--- config.mk ---
export PLATFORM = sky130hd
export DESIGN_NAME = vga_timing_flat
export DESIGN_NICKNAME = d
export VERILOG_FILES = /design/src/rtl/vga_pkg.sv /design/src/rtl/vga_timing_if.sv /design/src/rtl/pix_tick_gen.sv /design/src/rtl/vga_timing.sv /design/src/flat_wrapper.sv
export SDC_FILE = /design/constraint.sdc
export NUM_CORES = 1
export LEC_CHECK = 0
export ABC_AREA = 0
export CORE_ASPECT_RATIO = 0.75
export CORE_MARGIN = 10
export CORE_UTILIZATION = 40
export DETAILED_ROUTE_END_ITERATION = 16
export DONT_BUFFER_PORTS = 1
export HOLD_SLACK_MARGIN = 0.1
export PLACE_DENSITY = 0.53
export SLEW_MARGIN = 30
export SYNTH_ARGS = -nofsm -noshare
export SYNTH_HDL_FRONTEND = slang
export SYNTH_SLANG_ARGS = --single-unit
--- constraint.sdc ---
create_clock -name clk -period 2.2 [get_ports clk]
set_clock_uncertainty 0.15 [all_clocks]
set_input_delay 0.44 -clock clk [delete_from_list [all_inputs] [get_ports clk]]
set_output_delay 0.44 -clock clk [all_outputs]
set_load 0.05 [all_outputs]
--- src/rtl/vga_pkg.sv ---
// Shared 640x480@60 Hz raster constants, used by vga_timing and by the
// graphic renderer for its visible-area bounds.
package vga_pkg;

    // Horizontal segments, in pixels
    localparam int VGA_H_VIS   = 640;
    localparam int VGA_H_FP    = 16;
    localparam int VGA_H_SYNC  = 96;
    localparam int VGA_H_BP    = 48;
    localparam int VGA_H_TOTAL = VGA_H_VIS + VGA_H_FP + VGA_H_SYNC + VGA_H_BP;

    // Vertical segments, in lines
    localparam int VGA_V_VIS   = 480;
    localparam int VGA_V_FP    = 10;
    localparam int VGA_V_SYNC  = 2;
    localparam int VGA_V_BP    = 33;
    localparam int VGA_V_TOTAL = VGA_V_VIS + VGA_V_FP + VGA_V_SYNC + VGA_V_BP;

    // Active level of hsync/vsync (0 = active-low)
    localparam bit VGA_SYNC_POL = 1'b0;

    // Datapath widths
    localparam int COORD_W = 11;
    localparam int FCNT_W  = 8;
    localparam int DIV_W   = 4;   // holds CLK_DIV-1 for CLK_DIV up to 16

endpackage

--- src/rtl/vga_timing_if.sv ---
// Raster timing bundle between vga_timing (master) and its consumers.
interface vga_timing_if;
    import vga_pkg::*;

    logic               en;
    logic [COORD_W-1:0] x;
    logic [COORD_W-1:0] y;
    logic               hsync;
    logic               vsync;
    logic               video_on;
    logic               pix_tick;
    logic               frame_start;
    logic [FCNT_W-1:0]  frame_cnt;

    modport master (
        input  en,
        output x, y, hsync, vsync, video_on, pix_tick, frame_start, frame_cnt
    );

    modport slave (
        output en,
        input  x, y, hsync, vsync, video_on, pix_tick, frame_start, frame_cnt
    );
endinterface

--- src/rtl/pix_tick_gen.sv ---
// Divides clk by CLK_DIV into a one-cycle pixel tick. A partial count is
// kept while en is low so the tick resumes exactly where it stopped.
module pix_tick_gen
    import vga_pkg::*;
#(
    parameter int CLK_DIV = 4
) (
    input  logic clk,
    input  logic reset,
    input  logic en,
    output logic pix_tick
);

    localparam logic [DIV_W-1:0] DIV_MAX = DIV_W'(CLK_DIV - 1);

    logic [DIV_W-1:0] div_q, div_d;
    logic             tick_q, tick_d;

    // Next divider count; the tick flop tracks "next count is the last one"
    always_comb begin
        div_d = div_q;
        if (en) begin
            div_d = (div_q == DIV_MAX) ? '0 : div_q + DIV_W'(1);
        end
        tick_d = (div_d == DIV_MAX);
    end

    // Divider and tick registers
    always_ff @(posedge clk or negedge reset) begin
        if (!reset) begin
            div_q  <= '0;
            tick_q <= 1'b0;
        end else begin
            div_q  <= div_d;
            tick_q <= tick_d;
        end
    end

    // A held tick flop must not leak out while counting is frozen
    assign pix_tick = tick_q & en;

endmodule

--- src/rtl/vga_timing.sv ---
// VGA raster timing: pixel/line counters, sync and blanking decode, frame
// strobe and frame counter. Decoded outputs are registered from the next
// counter values so they switch on the same edge as x/y.
module vga_timing
    import vga_pkg::*;
#(
    parameter int CLK_DIV  = 4,
    parameter int H_VIS    = VGA_H_VIS,
    parameter int H_FP     = VGA_H_FP,
    parameter int H_SYNC   = VGA_H_SYNC,
    parameter int H_BP     = VGA_H_BP,
    parameter int V_VIS    = VGA_V_VIS,
    parameter int V_FP     = VGA_V_FP,
    parameter int V_SYNC   = VGA_V_SYNC,
    parameter int V_BP     = VGA_V_BP,
    parameter bit SYNC_POL = VGA_SYNC_POL
) (
    input  logic         clk,
    input  logic         reset,
    vga_timing_if.master vif
);

    localparam logic [COORD_W-1:0] H_MAX   = COORD_W'(H_VIS + H_FP + H_SYNC + H_BP - 1);
    localparam logic [COORD_W-1:0] V_MAX   = COORD_W'(V_VIS + V_FP + V_SYNC + V_BP - 1);
    localparam logic [COORD_W-1:0] H_VIS_W = COORD_W'(H_VIS);
    localparam logic [COORD_W-1:0] V_VIS_W = COORD_W'(V_VIS);
    localparam logic [COORD_W-1:0] HS_LO   = COORD_W'(H_VIS + H_FP);
    localparam logic [COORD_W-1:0] HS_HI   = COORD_W'(H_VIS + H_FP + H_SYNC - 1);
    localparam logic [COORD_W-1:0] VS_LO   = COORD_W'(V_VIS + V_FP);
    localparam logic [COORD_W-1:0] VS_HI   = COORD_W'(V_VIS + V_FP + V_SYNC - 1);

    logic                tick;
    logic [COORD_W-1:0]  x_q, x_d, y_q, y_d;
    logic [FCNT_W-1:0]   frame_cnt_q, frame_cnt_d;
    logic                hsync_q, hsync_d, vsync_q, vsync_d;
    logic                video_on_q, video_on_d;
    logic                frame_start_q, frame_start_d;

    pix_tick_gen #(
        .CLK_DIV (CLK_DIV)
    ) u_pix_tick_gen (
        .clk      (clk),
        .reset    (reset),
        .en       (vif.en),
        .pix_tick (tick)
    );

    // Counter advance and decode of the values they will take next
    always_comb begin
        x_d         = x_q;
        y_d         = y_q;
        frame_cnt_d = frame_cnt_q;
        if (tick) begin
            if (x_q == H_MAX) begin
                x_d = '0;
                if (y_q == V_MAX) begin
                    y_d         = '0;
                    frame_cnt_d = frame_cnt_q + FCNT_W'(1);
                end else begin
                    y_d = y_q + COORD_W'(1);
                end
            end else begin
                x_d = x_q + COORD_W'(1);
            end
        end
        hsync_d       = (x_d >= HS_LO && x_d <= HS_HI) ? SYNC_POL : ~SYNC_POL;
        vsync_d       = (y_d >= VS_LO && y_d <= VS_HI) ? SYNC_POL : ~SYNC_POL;
        video_on_d    = (x_d < H_VIS_W) && (y_d < V_VIS_W);
        // Only a real wrap sets the strobe, so the post-reset (0,0) is silent
        frame_start_d = tick && (x_q == H_MAX) && (y_q == V_MAX);
    end

    // Counter and decoded-output registers
    always_ff @(posedge clk or negedge reset) begin
        if (!reset) begin
            x_q           <= '0;
            y_q           <= '0;
            frame_cnt_q   <= '0;
            hsync_q       <= ~SYNC_POL;
            vsync_q       <= ~SYNC_POL;
            video_on_q    <= 1'b1;
            frame_start_q <= 1'b0;
        end else begin
            x_q           <= x_d;
            y_q           <= y_d;
            frame_cnt_q   <= frame_cnt_d;
            hsync_q       <= hsync_d;
            vsync_q       <= vsync_d;
            video_on_q    <= video_on_d;
            frame_start_q <= frame_start_d;
        end
    end

    assign vif.x           = x_q;
    assign vif.y           = y_q;
    assign vif.frame_cnt   = frame_cnt_q;
    assign vif.hsync       = hsync_q;
    assign vif.vsync       = vsync_q;
    assign vif.video_on    = video_on_q;
    assign vif.pix_tick    = tick;
    assign vif.frame_start = frame_start_q & vif.en;

endmodule

--- src/flat_wrapper.sv ---
// flat-port wrapper written by rule: the top's interface ports become plain ports
module vga_timing_flat import vga_pkg::*;
#(
    parameter int CLK_DIV  = 4,
    parameter int H_VIS    = VGA_H_VIS,
    parameter int H_FP     = VGA_H_FP,
    parameter int H_SYNC   = VGA_H_SYNC,
    parameter int H_BP     = VGA_H_BP,
    parameter int V_VIS    = VGA_V_VIS,
    parameter int V_FP     = VGA_V_FP,
    parameter int V_SYNC   = VGA_V_SYNC,
    parameter int V_BP     = VGA_V_BP,
    parameter bit SYNC_POL = VGA_SYNC_POL
)
  (clk, reset, vif_en, vif_x, vif_y, vif_hsync, vif_vsync, vif_video_on, vif_pix_tick, vif_frame_start, vif_frame_cnt);
  vga_timing_if vif_i ();
  input  logic clk;
  input  logic reset;
  input wire logic [$bits(vif_i.en)-1:0] vif_en;
  output wire logic [$bits(vif_i.x)-1:0] vif_x;
  output wire logic [$bits(vif_i.y)-1:0] vif_y;
  output wire logic [$bits(vif_i.hsync)-1:0] vif_hsync;
  output wire logic [$bits(vif_i.vsync)-1:0] vif_vsync;
  output wire logic [$bits(vif_i.video_on)-1:0] vif_video_on;
  output wire logic [$bits(vif_i.pix_tick)-1:0] vif_pix_tick;
  output wire logic [$bits(vif_i.frame_start)-1:0] vif_frame_start;
  output wire logic [$bits(vif_i.frame_cnt)-1:0] vif_frame_cnt;
  assign vif_i.en = vif_en;
  assign vif_x = vif_i.x;
  assign vif_y = vif_i.y;
  assign vif_hsync = vif_i.hsync;
  assign vif_vsync = vif_i.vsync;
  assign vif_video_on = vif_i.video_on;
  assign vif_pix_tick = vif_i.pix_tick;
  assign vif_frame_start = vif_i.frame_start;
  assign vif_frame_cnt = vif_i.frame_cnt;
  vga_timing #(.CLK_DIV(CLK_DIV), .H_VIS(H_VIS), .H_FP(H_FP), .H_SYNC(H_SYNC), .H_BP(H_BP), .V_VIS(V_VIS), .V_FP(V_FP), .V_SYNC(V_SYNC), .V_BP(V_BP), .SYNC_POL(SYNC_POL)) u_core (.clk(clk), .reset(reset), .vif(vif_i));
endmodule
==> results.md <==
- The startpoint identified for the worst hold timing path is vif_en.
- The number of iterations in the first detailed-routing pass is 4.
- The register area share after synthesis is around 50%.
- At the end of the flow, the number of nets in the layout was between 200 and 250.
- The cell type with the largest total area after synthesis is sky130_fd_sc_hd__dfrtp_1.
- The final core area utilization is a little under three fifths.
- The gate count after technology mapping is 190.
- By area the synthesized netlist is led by sky130_fd_sc_hd__dfrtp_1 (46%), sky130_fd_sc_hd__xnor2_1 (6.2%), sky130_fd_sc_hd__dfstp_2 (4.0%).
- The reported max-cap violation count is 0.
- In this run the worst path has a maximum fanout of 3.
- The worst IR drop on VDD is ~0.44 mV.
- The starting utilization of the core area is between 40% and 50%.
- Summing every instance area after synthesis gives approximately 2000 um2.
- The average cell area after synthesis is around 10 um2.
- After detailed routing, the number of remaining DRC violations is 0.
- The depth of the most critical reg-to-reg path is 6.
- The type of the setup path with the least slack is flip-flop to flip-flop.
- The initial antenna violation count is 0.
- For this block, the routed nets add up to around 5100 um of wire.
- The flip-flop and latch count after synthesis is 39.
- At the pin with the least slew margin, the transition time is 614.2 ps.
- The die covers a little over 8000 um2.
- In this run the critical register-to-register path is launched from u_core.vif.x[5].
- The number of clock sinks seen by CTS is 39.
- The final count of hold timing violations is 0.
- The largest net degree at the start of global routing is 40.
- Of the post-synthesis cell area, the dominant cell type holds ~46%.
- The global-route wire length before repair is ~8300 um.
- Hold timing on the final database bottoms out at a slack of 175.7 ps.
- The flow ran to the end, but the final reports show violations.
- The tree is rooted in a sky130_fd_sc_hd__clkbuf_8.
- The routed length per instance is between 15 and 20 um.
- For this run, the total global-route usage over all layers was measured as 12.58%.
- The worst register-to-register path has a setup slack of -170 ps.
- The H-tree depth reported by CTS is 2.
- After detailed placement, the design holds a cell count of 278.
- The fraction of the cycle the final worst path needs is 107.9%.
- In this run the remaining antenna-violating nets after routing total 0.
- The total clock buffers created by CTS is 5.
- For this design the ratio of total power to cell area is slightly above 700 nW/um2.
- Summed over all cells, the static leakage comes to approximately 1.2 nW.
- After clock tree synthesis, the clock-pin slew on the worst setup and hold paths is approximately 80 ps.
- The worst hold path cell count is 1.
- The die height is about 81 um.
- The time the worst path needs with I/O delays and setup is approximately 2400 ps.
- The maximum clock frequency is roughly 0.42 GHz.
- The worst hold path terminates at u_core.u_pix_tick_gen.div_q[0].
- The most used flip-flop cell after synthesis is sky130_fd_sc_hd__dfrtp_1.
- The routed via count divided by cell count is approximately 5.6.
- The number of placed I/O pins is 38.
- The worst-skew pair later-pin latency is slightly below 300 ps.
- The area added between synthesis and finish is 31.38%.
- The count of port buffers added during placement is 0.
- Synthesis produced a netlist with a net count of approximately 200.
- Once detailed placement completed, the half-perimeter wirelength came to 3847 um.
- Setup repair after global routing could not meet its margin everywhere.
- The data arrival time at the worst-slack endpoint is around 2400 ps.
- Headroom to the max-slew limit came out at about three fifths.
- The die is around 100 um wide.
- Yosys mapped the design onto 40 distinct sky130hd cell types.
- The total via count after detailed routing is roughly 1600.
- The placeable core area is 4598 um2.
- The weighted congestion at the end of routability-driven global placement is between 0.8 and 0.9.
- The CTS tree is yes.
- Summed over all layers, the global routing overflow is 0.
- The top cell types in the final layout, fill and taps aside, are sky130_fd_sc_hd__buf_4 (46), sky130_fd_sc_hd__nand2_1 (20), sky130_fd_sc_hd__dfrtp_1 (20), sky130_fd_sc_hd__dfrtp_2 (16), sky130_fd_sc_hd__xnor2_1 (14).
- STA puts the critical path data required time at ~2200 ps.
- The fraction of layout cells with a size suffix above 1 is 37.82%.
- The fraction of registers with async set/reset is 100.0%.
- The number of standard cells in the layout, taps in and fillers out is just under 300.
- After layout, the worst setup slack is -173.7 ps.
- During synthesis, Yosys emitted a total of 0 warnings.
- The startpoint kind of the worst setup timing path is a flip-flop.
- In this run, the number of DRC markers left after iteration 0 of detailed routing was 99.
- The number of setup violations in the final report is 7.
- After floorplanning, the core was divided into 21 placement rows.
- The via count of the first global-routing pass is about 1600.
- STA classifies the critical path endpoint as a flip-flop.
- The final reports fail on negative setup slack.
- The worst register-to-register path ends at u_core.vif.vsync.
- The class of the worst hold path is primary input to flip-flop.
- The commonest non-fill, non-tap cell in the layout is sky130_fd_sc_hd__buf_4.
- OpenSTA, run right after detailed placement, puts the worst setup slack at -147.8 ps.
- The number of antenna diodes in the final layout is 0.
- The synthesized design contains 0 enable-type register cells.
- The largest buffer count on any clock path is 2.
- The max-slew violation total from the final report is 0.
==> cell usage after synthesis, types with 3 or more instances <==
cell / instances
sky130_fd_sc_hd__nor4_1: 3
sky130_fd_sc_hd__nor3_1: 4
sky130_fd_sc_hd__nor4b_1: 3
sky130_fd_sc_hd__mux2_2: 4
sky130_fd_sc_hd__nand4_1: 11
sky130_fd_sc_hd__a31oi_1: 3
sky130_fd_sc_hd__a21oi_1: 4
sky130_fd_sc_hd__nand2b_1: 3
sky130_fd_sc_hd__xor2_1: 5
sky130_fd_sc_hd__and4_1: 4
sky130_fd_sc_hd__nand2_1: 20
sky130_fd_sc_hd__clkbuf_1: 5
sky130_fd_sc_hd__dfstp_2: 3
sky130_fd_sc_hd__ha_1: 5
sky130_fd_sc_hd__o21ai_0: 9
sky130_fd_sc_hd__dfrtp_1: 36
sky130_fd_sc_hd__xnor2_1: 14
sky130_fd_sc_hd__nand3_1: 11
sky130_fd_sc_hd__and3_1: 6
sky130_fd_sc_hd__inv_1: 5
sky130_fd_sc_hd__nor2_1: 9
==> critical path: stages, from the launching register on <==
cell,delay [ps]
sky130_fd_sc_hd__dfrtp_2,440
sky130_fd_sc_hd__nor4_4,300
sky130_fd_sc_hd__or4b_4,520
sky130_fd_sc_hd__or3_4,430
sky130_fd_sc_hd__xnor2_4,160
sky130_fd_sc_hd__and3b_1,170
sky130_fd_sc_hd__nand4_1,110
==> layer usage <==
metal  wire length (um)  share of wire [%]  vias up  global-route usage, %
met5                  0                  0        -                      0
met4                 22               0.43        0                  2.222
met3                398                7.7        4                  4.619
met2               2480                 48       47                  19.75
met1               2247                 44      813                  16.42
li1                   -                  -      778                      -
==> timing repair <==
item	4_1_cts	5_1_grt
gates resized for setup	2	5
setup buffers	3	4
hold endpoints to repair	39	0
endpoints found under the setup margin	7	12
hold buffers	2	0
pin swaps	2	3
==> through the flow <==
| stage | area, um2 | total power, mW | setup TNS [ps] |
|---|---|---|---|
| 6_report | 2582 | 1.864 | -637.5 |
| 5_1_grt | 2582 | 1.963 | -1664 |
| 4_1_cts | 2522 | 1.894 | -118.8 |
| 3_5_place_dp | 2342 | 1.250 | -470.9 |
| 3_3_place_gp | 2342 | 1.228 | -451.8 |
| 2_1_floorplan | 2022 | 1.141 | -1182 |
==> power breakdown <==
part	internal [mW]	total (mW)	switching, mW
Clock	0.367	0.616	0.249
Sequential	0.785	0.836	0.0511
Combinational	0.148	0.412	0.264
Total	1.30	1.86	0.564
==> layout make-up <==
class / instances / area (um2)
repair buffers: 48 / 375.4
inverters: 5 / 18.77
flip-flops and latches: 39 / 999.7
fillers: 398 / 2016
clock buffers: 6 / 82.58
well taps: 57 / 71.32
multi-input cells: 138 / 999.7
clock inverters: 2 / 35.03
==> registers in the layout, indices dropped and copies added (netlist names) <==
| name | cells |
|---|---|
| u_core.vif.hsync | 1 |
| u_core.vif.x | 11 |
| u_core.u_pix_tick_gen.tick_q | 1 |
| u_core.vif.video_on | 1 |
| u_core.u_pix_tick_gen.div_q | 4 |
| u_core.vif.vsync | 1 |
| u_core.vif.y | 11 |
| u_core.vif.frame_cnt | 8 |
| u_core.frame_start_q | 1 |
==> cell families (layout without fill, tap and decap cells) <==
logic type / after synthesis / after routing / synth area share [%]
simple gates: 83 / 83 / 24.38
flops: 39 / 39 / 49.84
compound gates: 26 / 26 / 8.339
xor+xnor: 20 / 20 / 9.294
buf+inv: 13 / 61 / 2.673
fa+ha+maj: 5 / 5 / 3.183
mux: 4 / 4 / 2.291
==> worst max path at each step <==
| stage | start | end | slack (ps) |
|---|---|---|---|
| after floorplan | u_core.vif.x[0] | u_core.vif.video_on | -300 |
| after global placement | u_core.vif.x[7] | u_core.vif.video_on | -100 |
| after detailed placement | u_core.vif.x[7] | u_core.vif.vsync | -150 |
| after CTS | u_core.vif.x[7] | u_core.vif.vsync | -90 |
| after global routing | u_core.vif.x[5] | u_core.vif.vsync | -260 |
| final | u_core.vif.x[5] | u_core.vif.vsync | -170 |
No activity file was read; power rests on OpenSTA's default activity.
